[config.mk]
export PLATFORM = sky130hd
export DESIGN_NAME = wb_arb2
export DESIGN_NICKNAME = d
export VERILOG_FILES = /design/src/rtl/wb_arb2.sv
export SDC_FILE = /design/constraint.sdc
export NUM_CORES = 1
export LEC_CHECK = 0
export CAP_MARGIN = 10
export CORE_AREA = 8 8 118 120
export DETAILED_ROUTE_END_ITERATION = 16
export DIE_AREA = 0 0 126 128
export PLACE_DENSITY = 0.57
export SETUP_SLACK_MARGIN = 0.1
export SYNTH_ARGS = -nofsm -noshare
export SYNTH_HDL_FRONTEND = slang
export SYNTH_SLANG_ARGS = --single-unit
[constraint.sdc]
create_clock -name wb_clk_i -period 2.8 [get_ports wb_clk_i]
set_clock_uncertainty 0.05 [all_clocks]
set_input_delay 0.56 -clock wb_clk_i [delete_from_list [all_inputs] [get_ports wb_clk_i]]
set_output_delay 0.56 -clock wb_clk_i [all_outputs]
set_load 0.05 [all_outputs]
[src/rtl/wb_arb2.sv]
// wb_arb2: two-master Wishbone classic arbiter with one-idle-cycle handover and a bus-timeout watchdog.
// Define WB_ARB2_ROUND_ROBIN_EN for round-robin on simultaneous requests; otherwise m1 has fixed priority.
module wb_arb2 #(
    parameter int unsigned AW      = 32,
    parameter int unsigned DW      = 32,
    parameter int unsigned TIMEOUT = 255,
    parameter int unsigned TW      = 8,
    localparam int unsigned SW     = DW / 8
) (
    input  logic          wb_clk_i,
    input  logic          wb_rst_i,
    input  logic [AW-1:0] m0_adr_i,
    input  logic [DW-1:0] m0_dat_i,
    output logic [DW-1:0] m0_dat_o,
    input  logic          m0_we_i,
    input  logic [SW-1:0] m0_sel_i,
    input  logic          m0_stb_i,
    input  logic          m0_cyc_i,
    output logic          m0_ack_o,
    output logic          m0_err_o,
    input  logic [AW-1:0] m1_adr_i,
    input  logic [DW-1:0] m1_dat_i,
    output logic [DW-1:0] m1_dat_o,
    input  logic          m1_we_i,
    input  logic [SW-1:0] m1_sel_i,
    input  logic          m1_stb_i,
    input  logic          m1_cyc_i,
    output logic          m1_ack_o,
    output logic          m1_err_o,
    output logic [AW-1:0] s_adr_o,
    output logic [DW-1:0] s_dat_o,
    input  logic [DW-1:0] s_dat_i,
    output logic          s_we_o,
    output logic [SW-1:0] s_sel_o,
    output logic          s_stb_o,
    output logic          s_cyc_o,
    input  logic          s_ack_i,
    input  logic          s_err_i,
    output logic [1:0]    gnt_o
);

    localparam logic [1:0] IDLE = 2'd0;
    localparam logic [1:0] GNT0 = 2'd1;
    localparam logic [1:0] GNT1 = 2'd2;

    localparam bit            TMO_EN  = (TIMEOUT != 0);
    localparam logic [TW-1:0] TMO_LIM = TW'(TIMEOUT);

    logic [1:0]    state_q, state_d;
    logic [TW-1:0] tmo_cnt_q, tmo_cnt_d;
    logic [1:0]    gnt;
    logic          stalled;
    logic          tmo_err;

`ifdef WB_ARB2_ROUND_ROBIN_EN
    // 0 = m0 owned the last grant, 1 = m1
    logic last_q, last_d;
`endif

    assign gnt   = {state_q == GNT1, state_q == GNT0};
    assign gnt_o = gnt;

    always_comb begin
        state_d = state_q;
        case (state_q)
            IDLE: begin
                if (m0_cyc_i && m1_cyc_i) begin
`ifdef WB_ARB2_ROUND_ROBIN_EN
                    state_d = last_q ? GNT0 : GNT1;
`else
                    state_d = GNT1;
`endif
                end else if (m1_cyc_i) begin
                    state_d = GNT1;
                end else if (m0_cyc_i) begin
                    state_d = GNT0;
                end
            end
            GNT0:    if (!m0_cyc_i) state_d = IDLE;
            GNT1:    if (!m1_cyc_i) state_d = IDLE;
            default: state_d = IDLE;
        endcase
    end

`ifdef WB_ARB2_ROUND_ROBIN_EN
    always_comb begin
        last_d = last_q;
        if (state_q == IDLE && state_d == GNT0) last_d = 1'b0;
        if (state_q == IDLE && state_d == GNT1) last_d = 1'b1;
    end

    always_ff @(posedge wb_clk_i or posedge wb_rst_i) begin
        if (wb_rst_i) last_q <= 1'b0;
        else          last_q <= last_d;
    end
`endif

    always_comb begin
        s_adr_o = '0;
        s_dat_o = '0;
        s_we_o  = 1'b0;
        s_sel_o = '0;
        s_stb_o = 1'b0;
        s_cyc_o = 1'b0;
        if (gnt[0]) begin
            s_adr_o = m0_adr_i;
            s_dat_o = m0_dat_i;
            s_we_o  = m0_we_i;
            s_sel_o = m0_sel_i;
            s_stb_o = m0_stb_i;
            s_cyc_o = m0_cyc_i;
        end else if (gnt[1]) begin
            s_adr_o = m1_adr_i;
            s_dat_o = m1_dat_i;
            s_we_o  = m1_we_i;
            s_sel_o = m1_sel_i;
            s_stb_o = m1_stb_i;
            s_cyc_o = m1_cyc_i;
        end
    end

    // A timeout firing in the same cycle as a slave ack is suppressed: the ack wins.
    assign stalled = s_stb_o && !s_ack_i && !s_err_i;
    assign tmo_err = TMO_EN && stalled && (tmo_cnt_q == TMO_LIM);

    always_comb begin
        tmo_cnt_d = tmo_cnt_q;
        if (!TMO_EN || state_q == IDLE || s_ack_i || s_err_i || tmo_err) begin
            tmo_cnt_d = '0;
        end else if (s_stb_o) begin
            tmo_cnt_d = tmo_cnt_q + 1'b1;
        end
    end

    always_ff @(posedge wb_clk_i or posedge wb_rst_i) begin
        if (wb_rst_i) begin
            state_q   <= IDLE;
            tmo_cnt_q <= '0;
        end else begin
            state_q   <= state_d;
            tmo_cnt_q <= tmo_cnt_d;
        end
    end

    assign m0_ack_o = s_ack_i & gnt[0];
    assign m1_ack_o = s_ack_i & gnt[1];
    assign m0_err_o = (s_err_i | tmo_err) & gnt[0];
    assign m1_err_o = (s_err_i | tmo_err) & gnt[1];
    assign m0_dat_o = gnt[0] ? s_dat_i : '0;
    assign m1_dat_o = gnt[1] ? s_dat_i : '0;

endmodule

==> flow_summary_export.csv, run 1 <==
group,metric,value,unit
status,status,"finished, final reports clean",
clock_tree,cts_made_buffers,3,
die,io_pins,319,
logic_synthesis,ys_warn_count,0,
timing,finalCritPeriodShare,93.4,%
setup_path,cp_max_fo,5,
finish,area_growth,279,%
setup_path,slowest_stage,"clkdlybuf4s50_1",
logic_synthesis,synth_top_area_share,35.1,%
logic_synthesis,synth-seq-area-share,14.5,%
place,port_buffers,318,
clock_tree,clkLatencyLatePin,230,ps
setup_path,crit_chain,"clkdlybuf4s50_1 > and3b_2 > o21ai_2 > o21ba_2 > nor2b_1 > buf_12",
die,dieArea,16100,um^2
setup_path,cp-end-kind,"output port",
die,initial_core_util,14.1,%
finish,n_antenna_cell,0,
timing,relSlewSlack,68.7,%
clock_tree,h-tree-depth,1,
pwr,p_per_area,302,nW/um^2
logic_synthesis,avgSynthCellArea,7.98,um^2
hold_path,hp-class,"reg2reg",
routing,dr.pass1.iters,4,
routing,antenna_left,0,
die,rows,41,
routing,routedWlPerCell,19.5,um
global_routing,grt_use_total,15.3,%
logic_synthesis,synth_edf_count,0,
logic_synthesis,ys_ff_latch,10,
setup_path,critical_path_required,2190,ps
clock_tree,cts_resized,0,
pwr,p_leak,0.00269,uW
global_routing,grt_pass1_vias,3111,
setup_path,startpoint_type,"primary input",
die,die_w,126,um
die,coreArea,12200,um^2
timing,fmax,382,MHz
logic_synthesis,synth_cells,216,
timing,setup_viol,0,
finish,final_net_count,698,
logic_synthesis,synth_cell_types,32,
run,drv_cap,0,
finish,fillers,1056,
finish,layout_commonest_cell,"clkdlybuf4s50_1",
timing,fin_tns_setup,0,ps
clock_tree,clockRootBuffer,"clkbuf_16",
logic_synthesis,syn_area,1720,um^2
routing,wirelength,13000,um
clock_tree,cts_setup_buffers,0,
global_routing,overflow,0,
setup_path,r2r_slack,1270,ps
global_routing,grt_max_degree,62,
timing,rsz0062_at_grt,"no",
timing,tightestPinTransition,470,ps
clock_tree,clock_sinks,10,
logic_synthesis,synth-async-reset-ratio,100,%
routing,routed_via_density,4.38,
routing,vias,2923,
finish,final_cell_mix,"clkdlybuf4s50_1, buf_12, a22o_1",
setup_path,critPathMaxStageDelay,470,ps
logic_synthesis,yosysTopAreaCell,"a22o_1",
timing,slew_violations,0,
timing,min_period,2610,ps
logic_synthesis,synth_nets,395,
timing,hold_violations,0,
logic_synthesis,ys_top_cells_by_area,"a22o_1, and2_1, dfrtp_1",
pwr,worst_ir_drop_vdd,238,uV
global_routing,antenna_found_initial,0,
place,dp_hpwl,11500,um
logic_synthesis,synth-main-ff-cell,"dfrtp_1",
die,die_y,128,um
clock_tree,clk_pin_slew_worst_paths,40,ps
routing,drtIter0Drc,99,
clock_tree,hold_buffers,0,
clock_tree,clk_path_buf_depth,2,
clock_tree,cts_tree,"yes",
finish,drive_above_1_share,30.3,%
place,gp_congestion,0.810,
setup_path,cp.arrival,2000,ps
global_routing,grt_pass1_wl,19700,um
setup_path,worst-setup-path-type,"in2out",
routing,drc,0,
pwr,power,1970,uW
## cells in the mapped netlist (all sizes together) (2+ instances only)
cell     number
o211ai        2
a22o         69
buf          20
dfrtp        10
nand3b        2
nor2          8
nand2         4
and3b         2
o2111ai       2
o21ai         3
xnor2         3
clkbuf        4
nor2b         5
xor2          4
and2         67
## worst paths after layout
kind | start | endpoint | cells past startpoint
max | m0_stb_i | m1_err_o | 6
min | tmo_cnt_q[7] | tmo_cnt_q[7] | 2
max reg2reg | state_q[1] | tmo_cnt_q[4] | 4
min reg2reg | tmo_cnt_q[7] | tmo_cnt_q[7] | 2
max in group asynchronous | wb_rst_i | tmo_cnt_q[1] | 2
min in group asynchronous | wb_rst_i | tmo_cnt_q[6] | 2
## logic make-up (layout without fill, tap and decap cells)
group                    count (synthesis)  in the layout  synth area share, %
adder cells (fa/ha/maj)                  1              1                0.726
buffers and inverters                   25            327                 7.84
flip-flops                              10             10                 14.5
AND/OR/NAND/NOR                         94             94                 33.2
AO/OA/AOI/OAI                           78             78                 39.6
multiplexers                             1              1                0.581
XOR/XNOR                                 7              7                 3.56
## worst max-delay path: cells and delay by family
family / cells / cell delay (ps)
AND/OR/NAND/NOR: 2 / 460
buffers and inverters: 2 / 640
AO/OA/AOI/OAI: 2 / 340
## cell type report
class / instances / area (um^2) / share of cell area [%]
flip-flops and latches: 10 / 250 / 3.83
well taps: 150 / 188 / 2.87
multi-input cells: 181 / 1350 / 20.7
repair buffers: 322 / 4650 / 71.2
clock buffers: 4 / 88.8 / 1.36
inverters: 1 / 3.75 / 0.0575
## state kept, by name, indices dropped and copies added, names as in the netlist
register,count
state_q,2
tmo_cnt_q,8
## metal layers
metal / GRT usage (%) / up-vias / share of wire [%]
li1: - / 1403 / -
met1: 16.1 / 1345 / 36
met2: 29.3 / 173 / 54
met3: 5.74 / 2 / 10
met4: 1.49 / 0 / 0.32
met5: 0 / - / 0
## power breakdown
group	leakage, uW	switching [uW]	total, uW	internal [uW]
clock	0.0000442	62.4	277	214
sequential	0.000137	5.85	153	147
combinational	0.00251	744	1540	796
## through the flow
stage / std cells / setup slack [ps] / cell area, um^2 / util, % / hold WS [ps]
2_1_floorplan: 216 / 379 / 1720 / - / 350
3_3_place_gp: 664 / 180 / 6440 / 52.8 / 478
3_5_place_dp: 664 / 162 / 6440 / 52.8 / 490
4_1_cts: 668 / 157 / 6530 / 53.5 / 503
5_1_grt: 668 / 123 / 6530 / 53.5 / 557
6_report: 668 / 185 / 6530 / 53.5 / 510
(Power assumes the default switching activity.)
==> run 2: changes to the inputs <==
- CORE_AREA: 8 8 118 120 -> 8 8 117 119
- DIE_AREA: 0 0 126 128 -> 0 0 125 127
- DONT_BUFFER_PORTS: default -> 1
- PLACE_DENSITY: 0.57 -> 0.3
==> run 2 against run 1 <==
Compared with the run above:
- routed wire length down 18%
- critical path depth down 3
- largest cell class is now multi-input combinational cells
- power down 41%
- cell count decreased by 46%
- register-to-register slack got worse by 160 ps
- count of clock-buffer cells in the layout unchanged
- core utilization is 37 points lower
- critical endpoint is now s_adr_o[21]
- critical path type is now reg2out
==> flow_summary_export.csv, run 2 (same netlist as run 1, synthesis figures left out) <==
group,metric,value,unit
status,status,"finished, final reports clean",
setup_path,worst-setup-path-type,"reg2out",
place,port_buffers,0,
setup_path,r2r_slack,1110,ps
finish,area_growth,16.1,%
finish,final_cell_mix,"and2_1, a22o_1, buf_4",
clock_tree,clk_path_buf_depth,2,
setup_path,cp-startpoint,"state_q[1]",
finish,reg_top3,"tmo_cnt_q (8), state_q (2)",
finish,layout_commonest_cell,"and2_1",
setup_path,cpLargestDelayFamily,"compound AO/OA/AOI/OAI gates",
finish,stdcell_count,359,
place,gp_congestion,0.825,
timing,fmax,381,MHz
timing,hold_violations,0,
place,dp_hpwl,9350,um
routing,routed_via_density,5.20,
finish,multi_input_area,1360,um^2
timing,rsz0062_at_grt,"no",
setup_path,r2r_end,"tmo_cnt_q[1]",
setup_path,cp.arrival,2010,ps
routing,wirelength,10700,um
die,initial_core_util,14.6,%
timing,min_period,2620,ps
global_routing,use_met1,11.1,%
pwr,p_per_area,577,nW/um^2
clock_tree,hold_buffers,0,
routing,drtIter0Drc,90,
clock_tree,h-tree-depth,1,
finish,seq_area,250,um^2
setup_path,cp-end-kind,"output port",
setup_path,reg2regPathDepth,4,
clock_tree,cts_tree,"yes",
die,io_pins,319,
setup_path,crit_buf_inv,1,
global_routing,grt_max_degree,55,
finish,largest_reg_flops,8,
pwr,p_leak,0.000851,uW
clock_tree,clkLatencyLatePin,240,ps
setup_path,cp_max_fo,54,
clock_tree,cts_made_buffers,3,
clock_tree,clk_pin_slew_worst_paths,40,ps
place,place_inst,355,
timing,fin_tns_setup,0,ps
routing,routedWlPerCell,29.9,um
die,die_y,127,um
finish,final_net_count,392,
timing,setup_viol,0,
global_routing,top_usage_layer,"met2",
global_routing,grt.met3_usage,5.16,%
setup_path,critPathMaxStageDelay,560,ps
timing,finalCritPeriodShare,93.6,%
global_routing,grt_pass1_vias,1955,
global_routing,antenna_found_initial,0,
global_routing,met2_usage,23.1,%
setup_path,critical_path_required,2190,ps
global_routing,grt_use_total,11.7,%
finish,top_register,"tmo_cnt_q",
global_routing,overflow,0,
routing,vias,1868,
die,coreArea,11800,um^2
finish,fillers,1343,
setup_path,r2r_start,"state_q[1]",
die,die_w,125,um
pwr,worst_ir_drop_vdd,170,uV
setup_path,crit_chain,"nor2b_4 > buf_4 > a22o_1",
hold_path,hp-class,"in2async",
run,drv_cap,0,
clock_tree,clockRootBuffer,"clkbuf_16",
routing,drc,0,
finish,drive_above_1_share,14.2,%
timing,slew_violations,0,
routing,dr.pass1.iters,5,
setup_path,startpoint_type,"flip-flop",
clock_tree,clock_sinks,10,
setup_path,slowest_stage,"a22o_1",
timing,relSlewSlack,60.9,%
die,rows,40,
timing,tightestPinTransition,585,ps
finish,n_antenna_cell,0,
die,dieArea,15900,um^2
routing,antenna_left,0,
global_routing,grt_pass1_wl,14600,um
## run 2: area by class of cell
cell class,count,share of cell area (%)
inverter,1,0.188
sequential,10,12.5
timing repair buffer,16,6.00
clock buffer,4,4.44
multi-input combinational,181,67.7
tap,147,9.19
## run 2: through the flow
step                util [%]  hold slack [ps]  total power, uW  worst slack [ps]  instance area [um^2]
floorplan                  -              350              805               379                  1720
global placement        16.2              422              872               484                  1910
detailed placement      16.2              428              874               446                  1910
CTS                     16.9              175             1170               185                  2000
global route            16.9              198             1190               103                  2000
finish                  16.9              172             1160               178                  2000
## run 2: metal layers
layer | share of wire [%] | wire, um | vias up
met5 | 0 | 0 | -
met4 | 0.80 | 86 | 0
met3 | 14 | 1450 | 7
met2 | 54 | 5780 | 201
met1 | 32 | 3410 | 872
li1 | - | - | 788
## run 2: where the power goes
| group | internal, uW | total [uW] | leakage [uW] | switching, uW |
|---|---|---|---|---|
| clock network | 215 | 287 | 0.0000442 | 71.5 |
| logic | 113 | 715 | 0.000670 | 602 |
| registers | 147 | 153 | 0.000137 | 5.93 |
| total | 476 | 1160 | 0.000851 | 679 |
## run 2: worst max-delay path by stage
| stage | to | slack [ps] | cells past startpoint |
|---|---|---|---|
| floorplan | m0_err_o | 380 | 4 |
| global placement | s_adr_o[21] | 480 | 3 |
| detailed placement | s_adr_o[15] | 450 | 3 |
| CTS | s_adr_o[15] | 180 | 3 |
| global route | s_adr_o[12] | 100 | 3 |
| finish | s_adr_o[21] | 180 | 3 |
## run 2: what timing repair did
| item | CTS | global route |
|---|---|---|
| gates resized for setup | 0 | 3 |
| hold endpoints to repair | 0 | 0 |
| buffers inserted | 0 | 0 |
| setup endpoints to repair | 0 | 3 |
==> run 3: changes to the inputs <==
- RECOVER_POWER: default -> 50
- TNS_END_PERCENT: default -> 1
==> run 3 against run 2 <==
Compared with the run above:
- power fell by 0.83%
- final area fell by 2.0%
- sequential power barely moved
- critical path type unchanged
==> flow_summary_export.csv, run 3 (same netlist as run 1, synthesis figures left out) <==
group,metric,value,unit
status,status,"finished, final reports clean",
global_routing,overflow,0,
pwr,worst_ir_drop_vdd,170,uV
timing,fin_tns_setup,0,ps
finish,multi_input_area,1330,um^2
clock_tree,clockRootBuffer,"clkbuf_16",
setup_path,r2r_end,"tmo_cnt_q[7]",
routing,vias,1906,
setup_path,cp-end-kind,"output port",
finish,final_cell_mix,"a22o_1, and2_0, and2_1",
timing,setup_viol,0,
routing,routedWlPerCell,29.9,um
finish,top_register,"tmo_cnt_q",
clock_tree,cts_tree,"yes",
hold_path,hp-class,"in2async",
timing,setup_ws,113,ps
die,initial_core_util,14.6,%
place,port_buffers,0,
setup_path,startpoint_type,"flip-flop",
timing,rsz0062_at_grt,"yes",
finish,seq_area,250,um^2
clock_tree,h-tree-depth,1,
timing,relSlewSlack,44.6,%
global_routing,grt_pass1_vias,1955,
die,die_y,127,um
finish,fin_area,1960,um^2
finish,n_antenna_cell,0,
timing,fmax,372,MHz
die,die_w,125,um
run,drv_cap,0,
global_routing,antenna_found_initial,0,
clock_tree,hold_buffers,0,
timing,tightestPinTransition,822,ps
die,io_pins,319,
clock_tree,clk_path_buf_depth,2,
timing,hold_violations,0,
die,coreArea,11800,um^2
place,place_inst,355,
global_routing,grt_max_degree,55,
place,placed_area,1910,um^2
routing,wirelength,10700,um
place,dp_hpwl,9350,um
finish,drive_above_1_share,9.91,%
setup_path,critical_path_required,2190,ps
setup_path,crit_buf_inv,1,
routing,drtIter0Drc,104,
finish,final_net_count,392,
finish,reg_top3,"tmo_cnt_q (8), state_q (2)",
timing,slew_violations,0,
pwr,p_per_area,584,nW/um^2
place,place_ws,446,ps
finish,stdcell_count,359,
global_routing,grt_use_total,11.7,%
setup_path,cp_max_fo,54,
setup_path,cpLargestDelayFamily,"compound AO/OA/AOI/OAI gates",
clock_tree,clkLatencyLatePin,240,ps
setup_path,reg2regPathDepth,4,
setup_path,r2r_slack,740,ps
setup_path,r2r_start,"state_q[1]",
clock_tree,cts_made_buffers,3,
die,rows,40,
timing,min_period,2690,ps
routing,dr.pass1.iters,6,
setup_path,cp.arrival,2080,ps
setup_path,critPathMaxStageDelay,590,ps
finish,fillers,1347,
finish,largest_reg_flops,8,
pwr,p_leak,0.000795,uW
finish,layout_commonest_cell,"a22o_1",
routing,routed_via_density,5.31,
clock_tree,clk_pin_slew_worst_paths,40,ps
setup_path,worst-setup-path-type,"reg2out",
routing,drc,0,
clock_tree,clock_sinks,10,
place,gp_congestion,0.825,
routing,antenna_left,0,
die,dieArea,15900,um^2
global_routing,grt_pass1_wl,14600,um
timing,finalCritPeriodShare,96.0,%
setup_path,cp.depth,3,
setup_path,crit_chain,"nor2b_1 > clkbuf_4 > a22o_1",
finish,area_growth,13.8,%
setup_path,slowest_stage,"a22o_1",
[run 3: report_power, final]
group | switching [uW] | total, uW | internal [uW]
clock network | 71.4 | 287 | 215
registers | 5.29 | 153 | 147
logic | 602 | 707 | 105
[run 3: metal layers]
| metal | share of wire [%] | GRT usage [%] |
|---|---|---|
| met2 | 54 | 23.1 |
| met5 | 0 | 0 |
| met4 | 0.61 | 1.72 |
| met3 | 13 | 5.16 |
| met1 | 32 | 11.1 |
[run 3: final cells by class]
type                    instances  share of cell area, %
multi-input cells             181                   67.9
well taps                     147                   9.37
flip-flops and latches         10                   12.8
clock buffers                   4                   4.53
inverters                       1                  0.191
repair buffers                 16                   5.29
[run 3: how the worst max path moves through the flow]
stage	endpoint	start
CTS	s_adr_o[15]	state_q[1]
finish	s_adr_o[15]	state_q[0]
detailed placement	s_adr_o[15]	state_q[1]
global route	s_adr_o[15]	state_q[0]
floorplan	m0_err_o	m1_stb_i
global placement	s_adr_o[21]	state_q[0]
[run 3: worst reg2reg max path, delay by kind of cell, from the launching register on]
kind | cells | cell delay, ps
simple gates | 2 | 480
flops | 1 | 470
compound gates | 2 | 910
[run 3: what timing repair did]
| action | CTS | global route |
|---|---|---|
| resized for setup | 0 | 1 |
| setup endpoints to repair | 0 | 3 |
| setup buffers | 0 | 0 |
[run 3: metrics by stage]
stage | util [%] | total power, uW | hold slack, ps
after floorplan | - | 805 | 350
after global placement | 16.2 | 872 | 422
after detailed placement | 16.2 | 874 | 428
after CTS | 16.9 | 1170 | 175
after global routing | 16.6 | 1180 | 198
final | 16.6 | 1150 | 171
